[src/rtl/pipe_ctrl_pkg.sv]
// Shared definitions for the pipeline hazard/sequencing controller.
//   ctrl_state_e : controller FSM states
//   RA_W         : default register-index width
//   ZERO_REG     : architectural zero register (writes to it are discarded)
package pipe_ctrl_pkg;

    localparam int unsigned RA_W     = 5;
    localparam int unsigned ZERO_REG = 0;

    typedef enum logic [1:0] {
        StRun,
        StFreeze,
        StFlushPend,
        StHalt
    } ctrl_state_e;

endpackage

[src/rtl/hazard_detect.sv]
// Load-use hazard detection (purely combinational).
//   id_rs_i/id_rt_i         : source registers of the ID instruction
//   id_use_rs_i/id_use_rt_i : ID instruction really reads that source
//   ex_rd_i                 : destination of the EX instruction
//   ex_memread_i            : EX instruction is a load
//   lu_o                    : ID must wait one cycle for the load data
module hazard_detect #(
    parameter int unsigned RegW = pipe_ctrl_pkg::RA_W
) (
    input  logic [RegW-1:0] id_rs_i,
    input  logic [RegW-1:0] id_rt_i,
    input  logic            id_use_rs_i,
    input  logic            id_use_rt_i,
    input  logic [RegW-1:0] ex_rd_i,
    input  logic            ex_memread_i,
    output logic            lu_o
);
    import pipe_ctrl_pkg::*;

    logic rd_live;
    logic rs_hit;
    logic rt_hit;

    // A load into the zero register never produces a value worth waiting for.
    assign rd_live = (ex_rd_i != RegW'(ZERO_REG));
    assign rs_hit  = id_use_rs_i && (id_rs_i == ex_rd_i);
    assign rt_hit  = id_use_rt_i && (id_rt_i == ex_rd_i);
    assign lu_o    = ex_memread_i && rd_live && (rs_hit || rt_hit);

endmodule

[src/rtl/pipe_hazard_ctrl.sv]
// Hazard and sequencing controller for the 5-stage pipeline.
// Decides each cycle which pipeline registers load, hold or get bubbled.
//   CLK, RST              : clock, asynchronous active-low reset
//   id_rs/id_rt, id_use_* : ID source operands and their use flags
//   ex_rd, ex_memread     : EX destination and load flag
//   ex_br_taken           : branch resolved taken in EX
//   mem_busy              : data memory not ready, freeze the pipe
//   wb_halt               : halt instruction is in WB
//   pc_we, ifid_we        : front-end load enables
//   ifid_flush            : clear IF/ID to NOP
//   idex_bubble           : load NOP into ID/EX
//   back_we               : EX/MEM and MEM/WB load enable
//   halted                : core stopped
//   stall_cnt, flush_cnt  : saturating event counters
module pipe_hazard_ctrl #(
    parameter int unsigned RA_W  = pipe_ctrl_pkg::RA_W,
    parameter int unsigned CNT_W = 16
) (
    input  logic             CLK,
    input  logic             RST,
    input  logic [RA_W-1:0]  id_rs,
    input  logic [RA_W-1:0]  id_rt,
    input  logic             id_use_rs,
    input  logic             id_use_rt,
    input  logic [RA_W-1:0]  ex_rd,
    input  logic             ex_memread,
    input  logic             ex_br_taken,
    input  logic             mem_busy,
    input  logic             wb_halt,
    output logic             pc_we,
    output logic             ifid_we,
    output logic             ifid_flush,
    output logic             idex_bubble,
    output logic             back_we,
    output logic             halted,
    output logic [CNT_W-1:0] stall_cnt,
    output logic [CNT_W-1:0] flush_cnt
);
    import pipe_ctrl_pkg::*;

    ctrl_state_e      state_q, state_d;
    logic [CNT_W-1:0] stall_cnt_q;
    logic [CNT_W-1:0] flush_cnt_q;
    logic             stall_inc;
    logic             flush_inc;
    logic             lu;

    hazard_detect #(
        .RegW (RA_W)
    ) u_hazard_detect (
        .id_rs_i      (id_rs),
        .id_rt_i      (id_rt),
        .id_use_rs_i  (id_use_rs),
        .id_use_rt_i  (id_use_rt),
        .ex_rd_i      (ex_rd),
        .ex_memread_i (ex_memread),
        .lu_o         (lu)
    );

    always_comb begin
        state_d     = state_q;
        stall_inc   = 1'b0;
        flush_inc   = 1'b0;
        pc_we       = 1'b0;
        ifid_we     = 1'b0;
        ifid_flush  = 1'b0;
        idex_bubble = 1'b0;
        back_we     = 1'b0;

        unique case (state_q)
            // FREEZE only differs from RUN while mem_busy is high, and both
            // freeze identically then, so they share one decode.
            StRun, StFreeze: begin
                if (mem_busy) begin
                    stall_inc = 1'b1;
                    state_d   = ex_br_taken ? StFlushPend : StFreeze;
                end else if (ex_br_taken) begin
                    // Branch beats load-use: the stalled ID instruction is
                    // squashed anyway.
                    pc_we       = 1'b1;
                    ifid_we     = 1'b1;
                    ifid_flush  = 1'b1;
                    idex_bubble = 1'b1;
                    back_we     = 1'b1;
                    flush_inc   = 1'b1;
                    state_d     = StRun;
                end else if (lu) begin
                    idex_bubble = 1'b1;
                    back_we     = 1'b1;
                    stall_inc   = 1'b1;
                    state_d     = StRun;
                end else begin
                    pc_we   = 1'b1;
                    ifid_we = 1'b1;
                    back_we = 1'b1;
                    state_d = StRun;
                end
            end
            // The held EX instruction is the latched branch, so ex_br_taken
            // carries no new information here.
            StFlushPend: begin
                if (mem_busy) begin
                    stall_inc = 1'b1;
                end else begin
                    pc_we       = 1'b1;
                    ifid_we     = 1'b1;
                    ifid_flush  = 1'b1;
                    idex_bubble = 1'b1;
                    back_we     = 1'b1;
                    flush_inc   = 1'b1;
                    state_d     = StRun;
                end
            end
            StHalt: begin
                state_d = StHalt;
            end
            default: begin
                state_d = StRun;
            end
        endcase

        if (wb_halt && (state_q != StHalt)) begin
            state_d = StHalt;
        end

        // Hold the pipe empty while reset is asserted.
        if (!RST) begin
            pc_we       = 1'b0;
            ifid_we     = 1'b0;
            back_we     = 1'b0;
            ifid_flush  = 1'b1;
            idex_bubble = 1'b1;
        end
    end

    always_ff @(posedge CLK or negedge RST) begin
        if (!RST) begin
            state_q     <= StRun;
            stall_cnt_q <= '0;
            flush_cnt_q <= '0;
        end else begin
            state_q <= state_d;
            if (stall_inc && (stall_cnt_q != {CNT_W{1'b1}})) begin
                stall_cnt_q <= stall_cnt_q + 1'b1;
            end
            if (flush_inc && (flush_cnt_q != {CNT_W{1'b1}})) begin
                flush_cnt_q <= flush_cnt_q + 1'b1;
            end
        end
    end

    assign halted    = (state_q == StHalt);
    assign stall_cnt = stall_cnt_q;
    assign flush_cnt = flush_cnt_q;

endmodule

[config.mk]
export PLATFORM = sky130hd
export DESIGN_NAME = pipe_hazard_ctrl
export DESIGN_NICKNAME = d
export VERILOG_FILES = /design/src/rtl/pipe_ctrl_pkg.sv /design/src/rtl/hazard_detect.sv /design/src/rtl/pipe_hazard_ctrl.sv
export SDC_FILE = /design/constraint.sdc
export NUM_CORES = 1
export LEC_CHECK = 0
export ABC_AREA = 1
export BUFFER_PORTS_ARGS = -buffer_cell sky130_fd_sc_hd__buf_2
export CORE_MARGIN = 2
export CORE_UTILIZATION = 58
export DETAILED_ROUTE_END_ITERATION = 10
export GPL_ROUTABILITY_DRIVEN = 1
export GPL_TIMING_DRIVEN = 0
export PLACE_DENSITY = 0.85
export SLEW_MARGIN = 25
export SYNTH_ARGS = -nofsm -noshare
export SYNTH_HDL_FRONTEND = slang
export SYNTH_HIERARCHICAL = 1
export SYNTH_SLANG_ARGS = --single-unit
[constraint.sdc]
create_clock -name CLK -period 4.2 [get_ports CLK]
set_input_delay 0.84 -clock CLK [delete_from_list [all_inputs] [get_ports CLK]]
set_output_delay 0.84 -clock CLK [all_outputs]
set_load 0.02 [all_outputs]
==> metrics.txt, run 1 <==
status completed; clock buffer depth 2; routed vias/inst between 5 and 6; Final Hold Fails 0; DRT Wirelength 5.63 mm; Area growth syn-to-layout 18.7%; Worst Skew about 0.011 ns; layout cells sized above 1 25.8%; first-pass GRT wire length roughly 9.7 mm; Synthesized Nets between 300 and 400; total track usage 24.4%; area of the core between 4000 and 5000 sq um; distinct cell type count of the synthesized netlist 30; met3 WL post-DR ~300 um; worst endpoint data arrival time between 2 and 2.5 ns; TritonCTS Sinks 34; period utilisation layout 71.5%; max-slew violations 0; Worst-Skew Late Latency roughly 0.29 ns; area of the multi-input gates around 1400 sq um; Storage cell area ~850 sq um; Fin Hold WS about 0.55 ns; DRC viols 0; Hold Buf Count CTS 0; # rows 23; Die Wd around 69 um; total power 0.622 mW; num ports a little over 60; vias post-DR around 2500; die height 69.0 um; Placer Congestion 0.847; Sum Neg Setup Slack 0 ns; Max Cap Violations 0; fin crit period between 3 and 4 ns; Worst Path Required between 3 and 4 ns; Resized cells post-CTS 0; final setup vio count 0; CTS Buf Count 5; most common cell after layout, fill and taps aside nand2_1; worst hold stages 1; CP endpoint kind primary output; Hold WC Path Type register to register; fin nets approximately 460; Post-CTS Setup Bufs 0; routed wl met2 2.70 mm; average size of a mapped cell about 6.7 sq um; Peak VDD IR approximately 0.21 mV; wire per inst between 10 and 15 um; Top Layer Used met4; commonest cells after routing, fill and taps aside nand2_1 (149), buf_2 (60), nor2_1 (42), inv_1 (38), dfrtp_1 (34); drt pass-1 iters 5; initial core utilization roughly three fifths; Max-Slew Margin vs Limit a little under half; Max FO, Critical Path 3; flops & latches, synth 34; R2R depth 9; TritonCTS clock tree built; PD cells 214 nW/um^2; kind of critical path primary input to primary output; Worst Max-Slew Pin Slew slightly above 0.8 ns; sequential fraction of the synthesis area around a third; Ys Warns 6; clk slew on worst S/H paths roughly 0.06 ns; H-tree depth 2; Metal-1 WL around 2.5 mm; Worst Setup Start Kind primary input; fillcell total about 350; Ant. Diodes 0; pin count of the biggest net entering global routing 37; antenna violations before repair 0; RSZ-0062 raised after global routing false; synthesized area approximately 2500 sq um; Max Clock Freq around 0.33 GHz; Buffers on Ports 60; total global routing overflow 0; Syn Inst Count 366; Pleak 1.51 nW; root buf cell clkbuf_8; post-route ant nets 0; vias in the first global route around 2300; die area approximately 4800 sq um; post-detail-place hpwl between 4 and 5 mm; Iter 0 DRT Violations approximately 130
## per-layer routing
metal | vias to the layer above | GRT usage [%]
met5 | - | 0
met4 | 0 | 8.28
met3 | 8 | 5.12
met2 | 77 | 41.1
met1 | 1131 | 31.2
li1 | 1272 | -
## final cells by class
class / instances / area share (%)
inverters: 44 / 5.68
repair buffers: 60 / 10.3
well taps: 50 / 2.15
clock inverters: 2 / 0.430
plain buffers: 4 / 1.72
flip-flops and latches: 34 / 29.2
clock buffers: 6 / 2.84
multi-input cells: 284 / 47.6
## path summary, 6_finish.rpt
kind	slack, ns	to	from
max in group asynchronous	3.05	flush_cnt[12]$_DFFE_PN0P_	RST
min reg2reg	0.55	flush_cnt[8]$_DFFE_PN0P_	flush_cnt[8]$_DFFE_PN0P_
max	1.20	pc_we	ex_rd[1]
min in group asynchronous	0.63	flush_cnt[9]$_DFFE_PN0P_	RST
min	0.55	flush_cnt[8]$_DFFE_PN0P_	flush_cnt[8]$_DFFE_PN0P_
max reg2reg	2.48	flush_cnt[13]$_DFFE_PN0P_	flush_cnt[0]$_DFFE_PN0P_
## cell usage after synthesis
cell type  count  share of area [%]
nand2_1      149                 23
nor2_1        42                6.4
inv_1         38                5.8
dfrtp_1       34                 35
nand3_1       17                3.5
nand2_2       10                2.6
nand4_1        9                2.3
o21ai_2        9                3.2
xnor2_1        8                2.9
inv_2          6               0.92
o21ai_1        6                1.2
nor2_2         5                1.3
o21ai_0        5                1.0
nand3b_1       3               0.92
nor2_4         3                1.4
xor2_1         3                1.1
a21oi_1        2               0.41
buf_6          2               0.92
ha_1           2                1.0
nand2_4        2               0.92
nand3_2        2               0.82
a31o_2         1               0.36
and2_1         1               0.26
and3_1         1               0.26
buf_12         1               0.82
buf_4          1               0.31
nand4_2        1               0.51
o2111ai_1      1               0.36
o211ai_1       1               0.31
o21bai_4       1               0.77
## report_power, final
part	switching, mW	internal, mW
Clock	0.124	0.132
Sequential	0	0.327
Combinational	0.0243	0.0148
Total	0.149	0.474
## kinds of logic after synthesis
kind of cell,Yosys count,share of synthesized area (%)
AND/OR/NAND/NOR,245,43.9
buffers and inverters,48,8.78
flip-flops,34,34.7
AO/OA/AOI/OAI,26,7.66
XOR/XNOR,11,3.93
adder cells (fa/ha/maj),2,1.02
## state kept, by name (all words and copies together), names as in the netlist
signal     flops
state_q        2
flush_cnt     16
stall_cnt     16
## critical path, stage by stage
cell and delay [ns]:
buf_2 0.09, inv_1 0.06, nand2_1 0.06, nand2_1 0.05, nor2_1 0.10, nand3_1 0.08, a21oi_1 0.25, nand3_1 0.17
and2_1 0.20, buf_4 0.12, buf_2 0.15
## through the flow
step	cell area [sq um]	util (%)	std cells	setup WS, ns
floorplan	2450	-	366	1.53
global placement	2810	69.8	476	1.24
detailed placement	2810	69.8	476	1.21
CTS	2910	72.2	484	1.21
global route	2910	72.2	484	1.05
finish	2910	72.2	484	1.20
No activity file was read; power rests on OpenSTA's default activity.
==> run 2: changes to the inputs <==
--- a/config.mk
+++ b/config.mk
@@ -8,11 +8,11 @@
 export ABC_AREA = 1
 export BUFFER_PORTS_ARGS = -buffer_cell sky130_fd_sc_hd__buf_2
 export CORE_MARGIN = 2
-export CORE_UTILIZATION = 58
+export CORE_UTILIZATION = 48
 export DETAILED_ROUTE_END_ITERATION = 10
 export GPL_ROUTABILITY_DRIVEN = 1
 export GPL_TIMING_DRIVEN = 0
-export PLACE_DENSITY = 0.85
+export PLACE_DENSITY = 0.75
 export SLEW_MARGIN = 25
 export SYNTH_ARGS = -nofsm -noshare
 export SYNTH_HDL_FRONTEND = slang
==> constraint.sdc (replaced) <==
create_clock -name CLK -period 2.62 [get_ports CLK]
set_input_delay 0.524 -clock CLK [delete_from_list [all_inputs] [get_ports CLK]]
set_output_delay 0.524 -clock CLK [all_outputs]
set_load 0.02 [all_outputs]
==> metrics.txt, run 2 (synthesized netlist as in run 1, its figures left out) <==
crit-path leading delay family buffers and inverters; Fin Hold WS 0.312 ns (-0.235 ns); die height 75.5 um (+9.4%); vias post-DR 2396 (-3.7%); Resized cells post-CTS 0 (unchanged); placed cells 496 (+4.2%); Post-CTS Setup Bufs 0 (unchanged); Worst Skew 0.00290 ns (-0.00768 ns); worst endpoint data arrival time 1.78 ns (-0.38 ns); RR Startpoint flush_cnt[0]$_DFFE_PN0P_; Area growth syn-to-layout 20.3%; Max FO, Critical Path 36 (+33); Sum Neg Setup Slack 0 ns (unchanged); worst path cell trace buf_2 > inv_1 > nor2_1 > and2_1 > buf_4 > buf_2; most common cell after layout, fill and taps aside nand2_1; clock buffer depth 2 (unchanged); antenna violations before repair 0 (unchanged); die area 5690 sq um (+20%); initial core utilization 48.9% (-12 points); commonest cells after routing, fill and taps aside nand2_1 (149), buf_2 (60), nor2_1 (42), inv_1 (38), dfrtp_1 (34); Die Wd 75.5 um (+9.4%); CP endpoint kind primary output; CTS Buf Count 5 (unchanged); Crit-path slowest cell buf_2; clk slew on worst S/H paths 0.07 ns (about the same); status completed; Layout Cells excl Fill 504 (+4.1%); PD cells 359 nW/um^2 (+68%); TritonCTS clock tree built; root buf cell clkbuf_8; Worst-Skew Late Latency 0.29 ns (about the same); Max-Slew Margin vs Limit 45.5% (-0.85 points); TritonCTS Sinks 34 (unchanged); H-tree depth 2 (unchanged); pin count of the biggest net entering global routing 37 (unchanged); Hold Buf Count CTS 0 (unchanged); first-pass GRT wire length 9.03 mm (-6.6%); wire per inst 11.0 um (-5.7%); crit-path max cell delay 0.61 ns (+0.36 ns); total global routing overflow 0 (unchanged); Buffers on Ports 60 (unchanged); kind of critical path primary input to primary output; Iter 0 DRT Violations 131 (+1.6%); final setup vio count 0 (unchanged); R2R depth 9 (unchanged); reg2reg end flush_cnt[14]$_DFFE_PN0P_; total track usage 20.5% (-3.9 points); Placer Congestion 0.836 (-1.2%); post-detail-place hpwl 4.15 mm (-5.1%); Worst Path Required 2.10 ns (-1.26 ns); Most Frequent Cell on Critical Path buf_2; drt pass-1 iters 4 (-1); Max Clock Freq between 0.4 and 0.5 GHz; fin crit period between 2 and 2.5 ns; # rows 26 (+13%); total power 1.06 mW (+70%); area of the core 5010 sq um (+24%); vias in the first global route 2114 (-6.4%); Pleak 1.52 nW (+0.69%); DRC viols 0 (unchanged); Worst Max-Slew Pin Slew 0.818 ns (+0.0127 ns); Hold WC Path Type primary input to async pin; post-route ant nets 0 (unchanged); Ant. Diodes 0 (unchanged); Buf/Inv on CP 4 (unchanged); num ports 61 (unchanged); Max Cap Violations 0 (unchanged); layout cells sized above 1 25.8% (unchanged); RSZ-0062 raised after global routing false; period utilisation layout between 80% and 90%; DRT Wirelength 5.52 mm (-1.8%); Worst Setup Start Kind primary input; routed vias/inst 4.75 (-7.5%); max-slew violations 0 (unchanged); reg-to-reg slack, setup 0.97 ns (-1.51 ns); Final Hold Fails 0 (unchanged); fin nets 458 (unchanged); Peak VDD IR 0.135 mV (-36%)
[run 2: per-layer routing]
layer,up-vias,global-route usage (%),wire [um]
met5,-,0,0
met2,66,33.6,2560
li1,1271,-,-
met4,0,6.04,69
met1,1053,26.8,2600
met3,6,5.16,298
[run 2: final cells by class]
cell class,instances,area [sq um]
buffer,4,50.0
clock buffer,8,110
fill,506,2060
inverter,44,165
multi-input combinational,284,1390
sequential,34,851
tap,70,87.6
timing repair buffer,60,300
[run 2: per-stage QoR]
step	util, %	area, sq um	worst slack, ns
floorplan	-	2450	0.587
global placement	56.7	2840	0.263
detailed placement	56.7	2840	0.273
CTS	58.9	2950	0.263
global route	58.9	2950	0.0479
finish	58.9	2950	0.313
[run 2: power by group]
part | switching (mW) | internal, mW | leakage (nW) | total [mW]
clock network | 0.205 | 0.266 | 0.0575 | 0.471
registers | 0 | 0.524 | 0.412 | 0.524
logic | 0.0389 | 0.0237 | 1.05 | 0.0625
total | 0.244 | 0.814 | 1.52 | 1.06
[run 2: how the worst max path moves through the flow]
stage / startpoint / to / slack (ns) / cells after the start
after floorplan: ex_rd[2] / pc_we / 0.59 / 8
after global placement: RST / pc_we / 0.26 / 6
after detailed placement: RST / pc_we / 0.27 / 6
after CTS: RST / pc_we / 0.26 / 6
after global routing: RST / pc_we / 0.05 / 6
final: RST / pc_we / 0.31 / 6
[run 2: worst register-to-register path: stages (launching register included)]
cell and delay [ns]:
dfrtp_1 0.45, ha_1 0.28, nand2_1 0.09, nor2_1 0.04
nand2_1 0.16, nor2_1 0.08, nor2_2 0.19, buf_6 0.18
nand2_1 0.06, nand2_1 0.05
==> run 3: changes to the inputs <==
--- a/config.mk
+++ b/config.mk
@@ -8,11 +8,11 @@
 export ABC_AREA = 1
 export BUFFER_PORTS_ARGS = -buffer_cell sky130_fd_sc_hd__buf_2
 export CORE_MARGIN = 2
-export CORE_UTILIZATION = 48
+export CORE_UTILIZATION = 54
 export DETAILED_ROUTE_END_ITERATION = 10
 export GPL_ROUTABILITY_DRIVEN = 1
 export GPL_TIMING_DRIVEN = 0
-export PLACE_DENSITY = 0.75
+export PLACE_DENSITY = 0.8
 export SLEW_MARGIN = 25
 export SYNTH_ARGS = -nofsm -noshare
 export SYNTH_HDL_FRONTEND = slang
==> constraint.sdc (replaced) <==
create_clock -name CLK -period 2.25 [get_ports CLK]
set_input_delay 0.45 -clock CLK [delete_from_list [all_inputs] [get_ports CLK]]
set_output_delay 0.45 -clock CLK [all_outputs]
set_load 0.02 [all_outputs]
==> metrics.txt, run 3 (synthesized netlist as in run 1, its figures left out) <==
status completed; Max-Slew Margin vs Limit 67.5% (+22 points); Crit-path slowest cell and2_1; total track usage 22.8% (+2.3 points); Iter 0 DRT Violations 152 (+16%); Max Cap Violations 0 (unchanged); most used routing layer met2; Worst Skew 0.00848 ns (+0.00558 ns); reg2reg end flush_cnt[14]$_DFFE_PN0P_; CTS Buf Count 5 (unchanged); crit-path max cell delay 0.19 ns (-0.42 ns); TritonCTS Sinks 34 (unchanged); Layout Cells excl Fill 486 (-3.6%); post-route ant nets 0 (unchanged); most common cell after layout, fill and taps aside nand2_1; Worst-Skew Late Latency 0.29 ns (about the same); fin nets 458 (unchanged); Worst Setup Start Kind primary input; vias in the first global route 2162 (+2.3%); routing usage on met1 31.7% (+4.9 points); Worst Max-Slew Pin Slew 0.487 ns (-0.331 ns); commonest cells after routing, fill and taps aside nand2_1 (149), buf_2 (59), nor2_1 (42), inv_1 (38), dfrtp_1 (34); H-tree depth 2 (unchanged); Buf/Inv on CP 4 (unchanged); placed cells 478 (-3.6%); Pleak 1.50 nW (-0.84%); TritonCTS clock tree built; R2R depth 9 (unchanged); fillcell total 398 (-21%); period utilisation layout a little over nine tenths; area of the core 4350 sq um (-13%); layout cells sized above 1 26.0% (+0.23 points); reg-to-reg slack, setup 0.55 ns (-0.42 ns); Area growth syn-to-layout 18.8%; post-detail-place hpwl 4.22 mm (+1.6%); Cell Area, Placed 2820 sq um (-0.79%); total power 1.15 mW (+8.4%); Sum Neg Setup Slack 0 ns (unchanged); met3 GRT Util 5.20% (+0.045 points); fin crit period 2.14 ns; Fin Hold WS 0.131 ns (-0.180 ns); PD cells 394 nW/um^2 (+9.8%); area of the multi-input gates 1390 sq um (+0.27%); DRC viols 0 (unchanged); Worst Path Required 1.80 ns (-0.30 ns); clock buffer depth 2 (unchanged); worst path cell trace buf_2 > inv_1 > nor2_1 > a21oi_1 > nand3_1 > a21oi_2 > nand3_1 > and2_1 > buf_4 > buf_2; # rows 24 (-7.7%); antenna violations before repair 0 (unchanged); root buf cell clkbuf_8; Final Hold Fails 0 (unchanged); RSZ-0062 raised after global routing false; met2 usage 36.1% (+2.5 points); die area 5090 sq um (-11%); Design Area, Final 2910 sq um (-1.2%); kind of critical path primary input to primary output; Peak VDD IR 0.293 mV (+120%); wire per inst 11.2 um (+2.6%); total global routing overflow 0 (unchanged); drt pass-1 iters 4 (unchanged); Hold WC Path Type primary input to async pin; die height 71.4 um (-5.4%); final setup vio count 0 (unchanged); Ant. Diodes 0 (unchanged); crit-path leading delay family simple AND/OR/NAND/NOR gates; num ports 61 (unchanged); Post-CTS Setup Bufs 0 (unchanged); worst endpoint data arrival time 1.69 ns (-0.09 ns); Placer Congestion 0.811 (-3.0%); initial core utilization 56.3% (+7.4 points); Die Wd 71.4 um (-5.4%); clk slew on worst S/H paths 0.08 ns (about the same); first-pass GRT wire length 9.36 mm (+3.7%); DRT Wirelength 5.46 mm (-1.1%); routed vias/inst 5.01 (+5.5%); CP endpoint kind primary output; pin count of the biggest net entering global routing 37 (unchanged); vias post-DR 2437 (+1.7%); Storage cell area 851 sq um (unchanged); Max Clock Freq 0.468 GHz; max-slew violations 0 (unchanged); RR Startpoint flush_cnt[0]$_DFFE_PN0P_; Buffers on Ports 60 (unchanged); Max FO, Critical Path 4 (-89%)
run 3: changes by cell type in the layout (fill, tap and decap cells not counted), sizes merged:
cell and delta:
clkbuf -2, buf -1, clkinvlp +1, clkinv +2
run 3: what timing repair did:
action | 4_1_cts | 5_1_grt
setup endpoints to repair | 0 | 1
hold buffers | 0 | 0
resized for setup | 0 | 2
run 3: worst max-delay path by stage:
| stage | from | to | cells after the start |
|---|---|---|---|
| 2_1_floorplan | ex_rd[2] | pc_we | 8 |
| 3_3_place_gp | RST | pc_we | 6 |
| 3_5_place_dp | RST | pc_we | 6 |
| 4_1_cts | RST | pc_we | 6 |
| 5_1_grt | ex_rd[0] | pc_we | 11 |
| 6_report | ex_rd[2] | pc_we | 10 |
run 3: routing by layer:
metal  routed length, um  up-vias
li1                    -     1274
met2                2470       55
met5                   0        -
met4                  59        0
met1                2690     1102
met3                 246        6
run 3: metrics by stage:
stage               worst slack (ns)  util [%]
detailed placement            0.0597      64.7
CTS                           0.0477      66.8
floorplan                      0.365         -
global route                  0.0138      66.9
finish                         0.114      66.9
global placement              0.0633      64.7
run 3: area by class of cell:
type	count	share of cell area (%)
buffer	4	1.72
clock buffer	5	2.36
clock inverter	3	0.730
inverter	44	5.67
multi-input combinational	284	47.7
sequential	34	29.2
tap	52	2.23
timing repair buffer	60	10.4
run 3: power by group:
part	internal (mW)	total, mW	leakage, nW	switching (mW)
Combinational	0.0281	0.0734	1.05	0.0453
Clock	0.217	0.463	0.0441	0.245
Sequential	0.611	0.611	0.412	0
